## src/rtl/prbs_link_pkg.sv

```systemverilog
`default_nettype none
// ============================================================================
// Module      : prbs_link_pkg
// Description : Shared types and default constants for the PRBS7 link-test
//               sequencer.
// Revision    : 1.0 - initial release
// ============================================================================
package prbs_link_pkg;

    localparam int ERR_TOTAL_W         = 32;

    localparam int DEF_WINDOW_LOG2     = 24;
    localparam int DEF_SETTLE          = 64;
    localparam int DEF_ALIGN_TIMEOUT   = 65536;
    localparam int DEF_RST_CYCLES      = 4;
    localparam int DEF_MAX_RETRY       = 3;
    localparam int DEF_ERR_LIMIT       = 0;
    localparam int DEF_ERRW            = 7;

    typedef enum logic [2:0] {
        ST_IDLE       = 3'd0,
        ST_ALIGN_RST  = 3'd1,
        ST_WAIT_ALIGN = 3'd2,
        ST_SETTLE_ST  = 3'd3,
        ST_MEASURE    = 3'd4,
        ST_DONE       = 3'd5,
        ST_FAIL       = 3'd6
    } state_e;

endpackage : prbs_link_pkg
`default_nettype wire

```

## src/rtl/prbs_link_test_ctrl_accum.sv

```systemverilog
`default_nettype none
// ============================================================================
// Module      : sat_accum
// Description : Saturating accumulator of per-word error-bit counts, with a
//               synchronous clear that takes priority over accumulation.
// Revision    : 1.0 - initial release
// ============================================================================
module sat_accum
    import prbs_link_pkg::*;
#(
    parameter int IN_W  = DEF_ERRW,
    parameter int ACC_W = ERR_TOTAL_W
) (
    input  logic             clk_i,
    input  logic             reset_n_i,
    input  logic             clear_i,
    input  logic             en_i,
    input  logic [IN_W-1:0]  data_i,
    output logic [ACC_W-1:0] acc_o,
    output logic [ACC_W-1:0] next_o
);

    logic [ACC_W-1:0] acc_q;
    logic [ACC_W-1:0] acc_d;
    logic [ACC_W:0]   w_sum;

    always_comb begin
        w_sum = {1'b0, acc_q} + {{(ACC_W + 1 - IN_W){1'b0}}, data_i};
        acc_d = acc_q;
        if (clear_i) begin
            acc_d = '0;
        end else if (en_i) begin
            // carry out of the top bit means the true sum no longer fits
            acc_d = w_sum[ACC_W] ? {ACC_W{1'b1}} : w_sum[ACC_W-1:0];
        end
    end

    always_ff @(posedge clk_i or negedge reset_n_i) begin
        if (!reset_n_i) begin
            acc_q <= '0;
        end else begin
            acc_q <= acc_d;
        end
    end

    assign acc_o  = acc_q;
    assign next_o = acc_d;

endmodule : sat_accum
`default_nettype wire

```

## src/rtl/prbs_link_test_ctrl.sv

```systemverilog
`default_nettype none
// ============================================================================
// Module      : prbs_link_test_ctrl
// Description : PRBS7 link self-test sequencer: aligner reset, lock settle,
//               fixed-length error window, retry on lock loss, verdict.
// Revision    : 1.0 - initial release
// ============================================================================
module prbs_link_test_ctrl
    import prbs_link_pkg::*;
#(
    parameter int WINDOW_LOG2   = DEF_WINDOW_LOG2,
    parameter int SETTLE        = DEF_SETTLE,
    parameter int ALIGN_TIMEOUT = DEF_ALIGN_TIMEOUT,
    parameter int RST_CYCLES    = DEF_RST_CYCLES,
    parameter int MAX_RETRY     = DEF_MAX_RETRY,
    parameter int ERR_LIMIT     = DEF_ERR_LIMIT,
    parameter int ERRW          = DEF_ERRW
) (
    input  logic                   clk_i,
    input  logic                   reset_n_i,
    input  logic                   start_i,
    input  logic                   abort_i,
    input  logic                   aligned_i,
    input  logic [ERRW-1:0]        err_bits_i,
    output logic                   align_reset_o,
    output logic                   bypass_o,
    output logic                   busy_o,
    output logic                   done_o,
    output logic                   pass_o,
    output logic                   fail_o,
    output logic [ERR_TOTAL_W-1:0] err_total_o,
    output logic [WINDOW_LOG2:0]   word_cnt_o,
    output logic [1:0]             attempts_o,
    output logic [2:0]             state_o
);

    localparam int c_rst_w = $clog2(RST_CYCLES + 1);
    localparam int c_tmo_w = $clog2(ALIGN_TIMEOUT + 1);
    localparam int c_set_w = $clog2(SETTLE + 1);

    localparam logic [c_rst_w-1:0]     c_rst_last  = c_rst_w'(RST_CYCLES - 1);
    localparam logic [c_tmo_w-1:0]     c_tmo_last  = c_tmo_w'(ALIGN_TIMEOUT - 1);
    localparam logic [c_set_w-1:0]     c_set_last  = c_set_w'(SETTLE - 1);
    localparam logic [WINDOW_LOG2:0]   c_win_last  = {1'b0, {WINDOW_LOG2{1'b1}}};
    localparam logic [ERR_TOTAL_W-1:0] c_err_limit = ERR_TOTAL_W'(ERR_LIMIT);

    state_e                 state_q;
    state_e                 state_d;
    state_e                 w_retry_tgt;
    logic [c_rst_w-1:0]     rst_cnt_q;
    logic [c_tmo_w-1:0]     tmo_cnt_q;
    logic [c_set_w-1:0]     settle_cnt_q;
    logic [WINDOW_LOG2:0]   word_cnt_q;
    logic [1:0]             attempts_q;
    logic                   align_reset_q;
    logic                   busy_q;
    logic                   done_q;
    logic                   pass_q;
    logic                   fail_q;
    logic                   w_meas_entry;
    logic                   w_count_clr;
    logic [ERR_TOTAL_W-1:0] w_err_total;
    logic [ERR_TOTAL_W-1:0] w_err_next;

    always_comb begin
        state_d     = state_q;
        w_retry_tgt = (int'(attempts_q) < MAX_RETRY) ? ST_ALIGN_RST : ST_FAIL;
        case (state_q)
            ST_IDLE: begin
                if (start_i) state_d = ST_ALIGN_RST;
            end
            ST_ALIGN_RST: begin
                if (rst_cnt_q == c_rst_last) state_d = ST_WAIT_ALIGN;
            end
            ST_WAIT_ALIGN: begin
                if (aligned_i)                    state_d = ST_SETTLE_ST;
                else if (tmo_cnt_q >= c_tmo_last) state_d = w_retry_tgt;
            end
            ST_SETTLE_ST: begin
                if (!aligned_i)                       state_d = ST_WAIT_ALIGN;
                else if (settle_cnt_q == c_set_last)  state_d = ST_MEASURE;
            end
            ST_MEASURE: begin
                // the last window word wins over a simultaneous lock loss
                if (word_cnt_q == c_win_last) state_d = ST_DONE;
                else if (!aligned_i)          state_d = w_retry_tgt;
            end
            ST_DONE, ST_FAIL: begin
                if (!start_i) state_d = ST_IDLE;
            end
            default: state_d = ST_IDLE;
        endcase
        if (abort_i) state_d = ST_IDLE;
    end

    assign w_meas_entry = (state_d == ST_MEASURE) && (state_q != ST_MEASURE);
    assign w_count_clr  = (state_d == ST_IDLE) || w_meas_entry;

    always_ff @(posedge clk_i or negedge reset_n_i) begin
        if (!reset_n_i) begin
            state_q <= ST_IDLE;
        end else begin
            state_q <= state_d;
        end
    end

    always_ff @(posedge clk_i or negedge reset_n_i) begin
        if (!reset_n_i) begin
            rst_cnt_q     <= '0;
            tmo_cnt_q     <= '0;
            settle_cnt_q  <= '0;
            word_cnt_q    <= '0;
            attempts_q    <= '0;
            align_reset_q <= 1'b0;
            busy_q        <= 1'b0;
            done_q        <= 1'b0;
            pass_q        <= 1'b0;
            fail_q        <= 1'b0;
        end else begin
            rst_cnt_q <= ((state_q == ST_ALIGN_RST) && (state_d == ST_ALIGN_RST))
                         ? rst_cnt_q + 1'b1 : '0;

            // timeout budget spans WAIT_ALIGN visits within one attempt
            if ((state_q == ST_WAIT_ALIGN) && !aligned_i) begin
                tmo_cnt_q <= tmo_cnt_q + 1'b1;
            end else if ((state_q != ST_WAIT_ALIGN) && (state_q != ST_SETTLE_ST)) begin
                tmo_cnt_q <= '0;
            end

            settle_cnt_q <= ((state_q == ST_SETTLE_ST) && (state_d == ST_SETTLE_ST))
                            ? settle_cnt_q + 1'b1 : '0;

            if (w_count_clr) begin
                word_cnt_q <= '0;
            end else if (state_q == ST_MEASURE) begin
                word_cnt_q <= word_cnt_q + 1'b1;
            end

            if (state_d == ST_IDLE) begin
                attempts_q <= '0;
            end else if ((state_d == ST_ALIGN_RST) && (state_q != ST_ALIGN_RST)) begin
                attempts_q <= attempts_q + 2'd1;
            end

            align_reset_q <= (state_d == ST_ALIGN_RST);
            busy_q        <= (state_d == ST_ALIGN_RST) || (state_d == ST_WAIT_ALIGN) ||
                             (state_d == ST_SETTLE_ST) || (state_d == ST_MEASURE);
            done_q        <= (state_d == ST_DONE) && (state_q != ST_DONE);
            fail_q        <= (state_d == ST_FAIL);

            if (state_d != ST_DONE) begin
                pass_q <= 1'b0;
            end else if (state_q != ST_DONE) begin
                pass_q <= (w_err_next <= c_err_limit);
            end
        end
    end

    sat_accum #(
        .IN_W  (ERRW),
        .ACC_W (ERR_TOTAL_W)
    ) u_accum (
        .clk_i     (clk_i),
        .reset_n_i (reset_n_i),
        .clear_i   (w_count_clr),
        .en_i      (state_q == ST_MEASURE),
        .data_i    (err_bits_i),
        .acc_o     (w_err_total),
        .next_o    (w_err_next)
    );

    assign align_reset_o = align_reset_q;
    assign bypass_o      = 1'b0;
    assign busy_o        = busy_q;
    assign done_o        = done_q;
    assign pass_o        = pass_q;
    assign fail_o        = fail_q;
    assign err_total_o   = w_err_total;
    assign word_cnt_o    = word_cnt_q;
    assign attempts_o    = attempts_q;
    assign state_o       = state_q;

endmodule : prbs_link_test_ctrl
`default_nettype wire

```

## config.mk

```make
export PLATFORM = sky130hd
export DESIGN_NAME = prbs_link_test_ctrl
export DESIGN_NICKNAME = d
export VERILOG_FILES = /design/src/rtl/prbs_link_pkg.sv /design/src/rtl/prbs_link_test_ctrl_accum.sv /design/src/rtl/prbs_link_test_ctrl.sv
export SDC_FILE = /design/constraint.sdc
export NUM_CORES = 1
export LEC_CHECK = 0
export ABC_AREA = 1
export CORE_MARGIN = 1.5
export CORE_UTILIZATION = 30
export CTS_BUF_LIST = sky130_fd_sc_hd__clkbuf_2
export DETAILED_ROUTE_END_ITERATION = 8
export PLACE_DENSITY = 0.61
export SKIP_CTS_REPAIR_TIMING = 1
export SYNTH_ARGS = -nofsm -noshare
export SYNTH_HDL_FRONTEND = slang
export SYNTH_SLANG_ARGS = --single-unit
```

## constraint.sdc

```tcl
create_clock -name clk_i -period 6.5 [get_ports clk_i]
set_clock_uncertainty 0.05 [all_clocks]
set_input_delay 1.625 -clock clk_i [delete_from_list [all_inputs] [get_ports clk_i]]
set_output_delay 1.625 -clock clk_i [all_outputs]
set_load 0.005 [all_outputs]
```

==> results.md, run 1 <==
* Worst hold path type: flop to flop
* Initial Utilization at between 30% and 40%
* Grt ovf at 0
* Total of max-cap violations at 0
* Fillers at 2,103
* Relative slew slack at between 30% and 40%
* Pin count of the biggest net entering global routing at 75
* Drc violations at 0
* Final setup violation count at 0
* FF+latch area at roughly 2400 um2
* Count of cell types in the netlist at 46
* Yosys reg bits at 94
* Drt first pass iters at 5
* Cells along the critical path: clkdlybuf4s50_1 -> ha_1 -> fa_1 -> nand3_1 -> nand3_1 -> nand2_1 -> nand2_2 -> nand3_1 -> inv_2 -> nand2_1 -> nand3_1 -> o21ai_0 -> nand3_1 -> nor3_1 -> nand3_1 -> nand2_1
* Sequential cell area fraction in the yosys report at around two fifths
* Run status: finished, final reports clean
* YS warnings at 0
* First-pass GRT wire length at about 26,000 um
* Port bufs at 78
* GRT Total Usage at ~16%
* Routed vias/inst at between 4 and 5
* Inserted Clock Buffers at 9
* Wirelength, routed at 15,210 um
* NetSw at roughly 0.26 mW
* CTS tree: built
* Final Total Pwr at about 0.97 mW
* Initial detailed-routing violation count at around 360
* Clk Latency, worst-skew pair at roughly 0.62 ns
* FP Rows at just over 50
* Nets at ~930
* Crit Path Max Fanout at 20
* Die H at around 140 um
* CP max stage cell: nand2_1
* Final hold violation count at 0
* Max-slew violation count at 0
* CP max stage delay at ~0.52 ns
* Die area at between 20,000 and 25,000 um2
* Leakage power total at 3.294 nW
* Element type at the critical path start: input port
* Clock Tree Root: clkbuf_2
* Clk slew on worst S/H paths at 0.27 ns
* Layout cells sized above 1 at approximately 5.7%
* Hpwl dp at roughly 11,000 um
* RSZ-0062 raised after global routing: no
* Boundary pin count at 80
* Worst EP arrival at just under 5 ns
* Fin crit period at 4.363 ns
* Int Pwr at around 0.70 mW
* Crit-path leading delay family: simple AND/OR/NAND/NOR gates
* Critical path class: input port to flop
* Pwr dens at between 100 and 150 nW/um2
* Clock Sinks at 94
* Initial antenna violation count at 1
* Routed wire per std cell at ~13 um
* CTS max path bufs at 2
* Final TNS setup at 0 ns
* Worst EP required at roughly 7 ns
* Combinational fraction of design power at ~7.4%
* Most frequent cells after synthesis: 202 x nand2_1, 125 x inv_1, 94 x dfrtp_1
* Worst Path Buf+Inv at 2
* Clock share of power at between 30 and 40%
* Tightest Pin Transition at between 0.9 and 1 ns
* Peak supply drop at slightly above 0.00007 V
* Mapped Avg Cell Area at roughly 7 um2
* Synth Net Count at 851
* Synth top area share at around two fifths
* Area Overhead vs Synth at 19.49%
* Yosys top cell by area: dfrtp_1
* Die W at between 100 and 150 um
* Final ANT Viol Nets at 0
* EDFF count, synth at 0
* GPL Wtd Cong at 0.8911
* Sw Share at between 20% and 30%
* Fmax at between 200 and 250 MHz
* Vias in the first global route at between 5,000 and 6,000
* Most common cell on crit path: nand3_1
* Placeable core area at 19,400 um2
* Final period util at 67.12%
* Mapped cell area at about 6000 um2
* H-tree levels at 3
* Seq pwr share at around three fifths
* Cells after synthesis at 824
* Ys flop type: dfrtp_1
* Via count at 5,471
* Ys async rst share at 100.0%
* Footprint of the multi-input gates at 2989 um2
* Synth area leaders: dfrtp_1 40%, nand2_1 13%, inv_1 7.9%
* Count leader, synth: nand2_1
* Crit end category: flop
## per-layer routing
layer | share of wire [%] | vias to the layer above | GRT usage [%] | routed length [um]
li1 | - | 2821 | - | -
met1 | 49 | 2531 | 21.69 | 7508
met2 | 46 | 103 | 24.39 | 6925
met3 | 3.2 | 16 | 2.366 | 491
met4 | 1.9 | 0 | 6.391 | 283
met5 | 0 | - | 0 | 0
## cell families after synthesis
family                     synth area share (%)
adders and majority gates                 3.294
other                                   0.06328
DFF                                       39.70
xor gates and xnor gates                  3.399
AOI/OAI and AO/OA                         9.755
buffers and inverters                     9.861
and+or+nand+nor                           33.93
## stage by stage
step	worst slack [ns]	instance area [um2]	hold WS [ns]	utilization (%)	cells
5_1_grt	1.882	7081	0.4445	36.50	1172
3_3_place_gp	1.666	6965	0.3757	35.91	1155
4_1_cts	2.186	7078	0.4053	36.49	1171
6_report	2.137	7081	0.4045	36.50	1172
3_5_place_dp	1.496	6965	0.3755	35.91	1155
2_1_floorplan	2.643	5926	0.3596	-	824
## registers in the layout (all words and copies together), names as in the netlist
signal / cells
tmo_cnt_q: 17
done_o: 1
u_accum.acc_o: 32
rst_cnt_q: 3
align_reset_o: 1
fail_o: 1
state_o: 3
busy_o: 1
pass_o: 1
attempts_o: 2
settle_cnt_q: 7
word_cnt_o: 25
## worst register-to-register path: stages, from the launching register on
cell and delay, ns:
dfrtp_1 0.42, ha_1 0.17, nand2_1 0.09, nor3_1 0.28
nand2_1 0.16, nor3_1 0.15, inv_1 0.10, nor2_1 0.12
inv_1 0.08, nor3_1 0.18, ha_1 0.18, nor2_1 0.06
nand3_1 0.09, nand3_1 0.08, nand2_1 0.07, nand2_1 0.07
nand2_2 0.15, nand3_4 0.43, nand2_1 0.28, nand2_1 0.08
nor3_1 0.28, nand3_1 0.11, nand2_1 0.07
## worst paths after layout
check,depth (start not counted),start,slack (ns),endpoint
worst max register to register,22,tmo_cnt_q[1],2.73,pass_o
max in group asynchronous,2,reset_n_i,4.36,u_accum.acc_o[3]
worst max-delay path,16,err_bits_i[0],2.14,pass_o
worst min-delay path,1,rst_cnt_q[0],0.40,rst_cnt_q[0]
worst min register to register,1,rst_cnt_q[0],0.40,rst_cnt_q[0]
min in group asynchronous,1,reset_n_i,0.78,settle_cnt_q[5]
## cell usage in the layout, fill, tap and decap left out, types with 4 or more instances in the layout
master and instances:
nor4_1 6, nor3_1 29, nand3_1 71, clkdlybuf4s50_1 77
inv_1 125, ha_1 14, nand4_1 19, clkbuf_2 10
o31ai_1 12, o22ai_1 4, nand2_4 4, nand2_2 7
dfrtp_1 94, inv_2 6, nor2_1 83, xor2_1 19
o21ai_1 9, xnor2_1 4, nand3b_1 6, o21ai_0 32
buf_4 4, or2_2 7, nand2_1 202, a21oi_1 27
## power groups by stage
stage | Combinational, mW | Clock, mW | Sequential, mW
6_report | 0.0710 | 0.300 | 0.594
5_1_grt | 0.0819 | 0.337 | 0.595
4_1_cts | 0.0733 | 0.317 | 0.595
3_5_place_dp | 0.0731 | 0 | 0.604
3_3_place_gp | 0.0723 | 0 | 0.604
2_1_floorplan | 0.0404 | 0 | 0.603
## cell type report
class                   instances  area share [%]
flip-flops and latches         94           33.22
repair buffers                 81           11.31
inverters                     131           6.945
clock inverters                 6          0.8835
clock buffers                  10          0.7068
multi-input cells             584           42.22
diodes                          1         0.03534
well taps                     265           4.683
No activity file was read; power rests on OpenSTA's default activity.
==> run 2, diff against run 1 <==
==> constraint.sdc (replaced) <==
create_clock -name clk_i -period 4.41 [get_ports clk_i]
set_clock_uncertainty 0.05 [all_clocks]
set_input_delay 1.1025 -clock clk_i [delete_from_list [all_inputs] [get_ports clk_i]]
set_output_delay 1.1025 -clock clk_i [all_outputs]
set_load 0.005 [all_outputs]
==> run 2 against run 1 <==
Net effect: cell area grew 0.64%; worst hold slack is essentially flat; power grew 57%; sequential share of layout area shrank 0.21 points; global-route usage grew 0.091 points; largest cell class unchanged; largest power group unchanged.
==> results.md, run 2 (synthesis gave the netlist of run 1 again) <==
* Seq pwr share at 57.9% (-3.7 points)
* Dpl ws at 0.3029 ns (-1.193 ns)
* Combinational fraction of design power at 7.0% (-0.4 points)
* CTS tree: built
* Leakage power total at 3.323 nW (+0.89%)
* Tightest Pin Transition at 1.044 ns (+0.08343 ns)
* Dpl cell area at 6973 um2 (+0.11%)
* Final period util at 84.18%
* Max reg flops at 32 (unchanged)
* Total of max-cap violations at 0 (unchanged)
* Final ANT Viol Nets at 0 (unchanged)
* Wirelength, routed at 15,620 um (+2.7%)
* Relative slew slack at 30.42% (-5.6 points)
* Port bufs at 78 (unchanged)
* Run status: finished, final reports clean
* Final TNS setup at 0 ns (unchanged)
* CP max stage cell: nand3_4
* Nets at 929 (+0.11%)
* GPL Wtd Cong at 0.8875 (-0.40%)
* Final hold violation count at 0 (unchanged)
* Worst Path Buf+Inv at 3 (+1)
* GRT Total Usage at 15.75% (+0.091 points)
* Sw Share at 27.22% (-0.081 points)
* Placeable core area at 19,400 um2 (unchanged)
* Crit-path leading delay family: simple AND/OR/NAND/NOR gates
* Area Overhead vs Synth at 20.25%
* Worst EP required at 4.92 ns (-2.09 ns)
* Grt ovf at 0 (unchanged)
* FP Rows at 51 (unchanged)
* Met2 usage at 25.38% (+0.99 points)
* Clock Sinks at 94 (unchanged)
* Max-slew violation count at 0 (unchanged)
* Pwr dens at 212.6 nW/um2 (+56%)
* Most common cell after layout, fill and taps aside: nand2_1
* Worst hold path type: flop to flop
* Routed vias/inst at 4.761 (+2.0%)
* Final Total Pwr at 1.515 mW (+57%)
* First-pass GRT wire length at 25,650 um (+0.46%)
* Drc violations at 0 (unchanged)
* Crit Path Max Fanout at 50 (+150%)
* Die area at 20,600 um2 (unchanged)
* Grt peak-use layer: met2
* Clock Tree Root: clkbuf_2
* Pin count of the biggest net entering global routing at 80 (+6.7%)
* CTS max path bufs at 2 (unchanged)
* Setup ws final at 0.6974 ns (-1.440 ns)
* Vias in the first global route at 5,248 (+1.6%)
* Boundary pin count at 80 (unchanged)
* Fin cells at 1,174 (+0.17%)
* Initial Utilization at 30.55% (unchanged)
* Post-Route Utilization at 36.73% (+0.23 points)
* Die H at 143.5 um (unchanged)
* Fin crit period at between 3 and 4 ns
* Peak supply drop at 0.0001161 V (+64%)
* Layout cells sized above 1 at 5.843% (+0.10 points)
* Via count at 5,589 (+2.2%)
* Design area at 7126 um2 (+0.64%)
* RSZ-0062 raised after global routing: no
* Critical path class: flop to flop
* Drt first pass iters at 5 (unchanged)
* Worst EP arrival at 4.22 ns (-0.65 ns)
* Inserted Clock Buffers at 9 (unchanged)
* Met3 usage at 2.233% (-0.13 points)
* Hpwl dp at 11,630 um (+1.9%)
* WHS at 0.4044 ns (-0.00004800 ns)
* Die W at 143.5 um (unchanged)
* Element type at the critical path start: flop
* CP max stage delay at 0.45 ns (-0.07 ns)
* Initial antenna violation count at 1 (unchanged)
* H-tree levels at 3 (unchanged)
* Most frequent cells in the layout: 202 x nand2_1, 125 x inv_1, 94 x dfrtp_1, 83 x nor2_1, 77 x clkdlybuf4s50_1
* Initial detailed-routing violation count at 361 (-0.82%)
* Met1 Use GR at 21.32% (-0.36 points)
* Routed wire per std cell at 13.30 um (+2.5%)
* Clk Latency, worst-skew pair at 0.62 ns (about the same)
* NetSw at 0.4122 mW (+56%)
* Cells along the critical path: ha_1 -> nand2_1 -> nor3_1 -> nand2_1 -> nor3_1 -> inv_1 -> nor2_1 -> inv_1 -> nor3_1 -> ha_1 -> nor2_1 -> o21ai_1 -> nand3_1 -> nand3_1 -> nand3_1 -> nand3_4 -> inv_2 -> o31ai_1
* Crit end category: flop
* Fmax at ~270 MHz
* Clock share of power at 35.1% (+4.0 points)
* Clk slew on worst S/H paths at 0.30 ns (+0.03 ns)
* Final setup violation count at 0 (unchanged)
* Placed cell count at 1,156 (+0.087%)
* Int Pwr at 1.102 mW (+57%)
==> run 2: cell types whose count changed in the layout (fill, tap and decap cells not counted), sizes merged <==
cell,change
buf,+1
bufinv,+1
clkbuf,-1
clkinv,-1
clkinvlp,-3
diode,+1
inv,+4
==> run 2: final timing paths <==
| path | slack [ns] | end | cells past startpoint | from |
|---|---|---|---|---|
| worst max register to register | 0.70 | word_cnt_o[23] | 18 | tmo_cnt_q[0] |
| max in group asynchronous | 2.86 | u_accum.acc_o[24] | 2 | reset_n_i |
| min in group asynchronous | 0.55 | word_cnt_o[22] | 1 | reset_n_i |
| worst max-delay path | 0.70 | word_cnt_o[23] | 18 | tmo_cnt_q[0] |
| worst min register to register | 0.40 | rst_cnt_q[0] | 1 | rst_cnt_q[0] |
| worst min-delay path | 0.40 | rst_cnt_q[0] | 1 | rst_cnt_q[0] |
==> run 2: cell type report <==
cell class / count / area, um2
diodes: 2 / 5.005
repair buffers: 82 / 808.3
multi-input cells: 584 / 2989
flip-flops and latches: 94 / 2352
clock buffers: 9 / 45.04
fillers: 2083 / 12270
clock inverters: 7 / 102.6
inverters: 131 / 491.7
well taps: 265 / 331.6
==> run 2: power groups by stage <==
stage | clock network (mW) | logic (mW) | registers, mW
after floorplan | 0 | 0.0596 | 0.889
after global placement | 0 | 0.106 | 0.890
after detailed placement | 0 | 0.107 | 0.890
after CTS | 0.557 | 0.108 | 0.877
after global routing | 0.588 | 0.121 | 0.878
final | 0.531 | 0.107 | 0.877
==> run 2: metal layers <==
| metal | part of all wire (%) | routed length (um) | vias to the layer above |
|---|---|---|---|
| met1 | 48 | 7536 | 2621 |
| met2 | 46 | 7165 | 121 |
| met3 | 3.6 | 565 | 28 |
| met4 | 2.2 | 349 | 0 |
| met5 | 0 | 0 | - |
| li1 | - | - | 2819 |
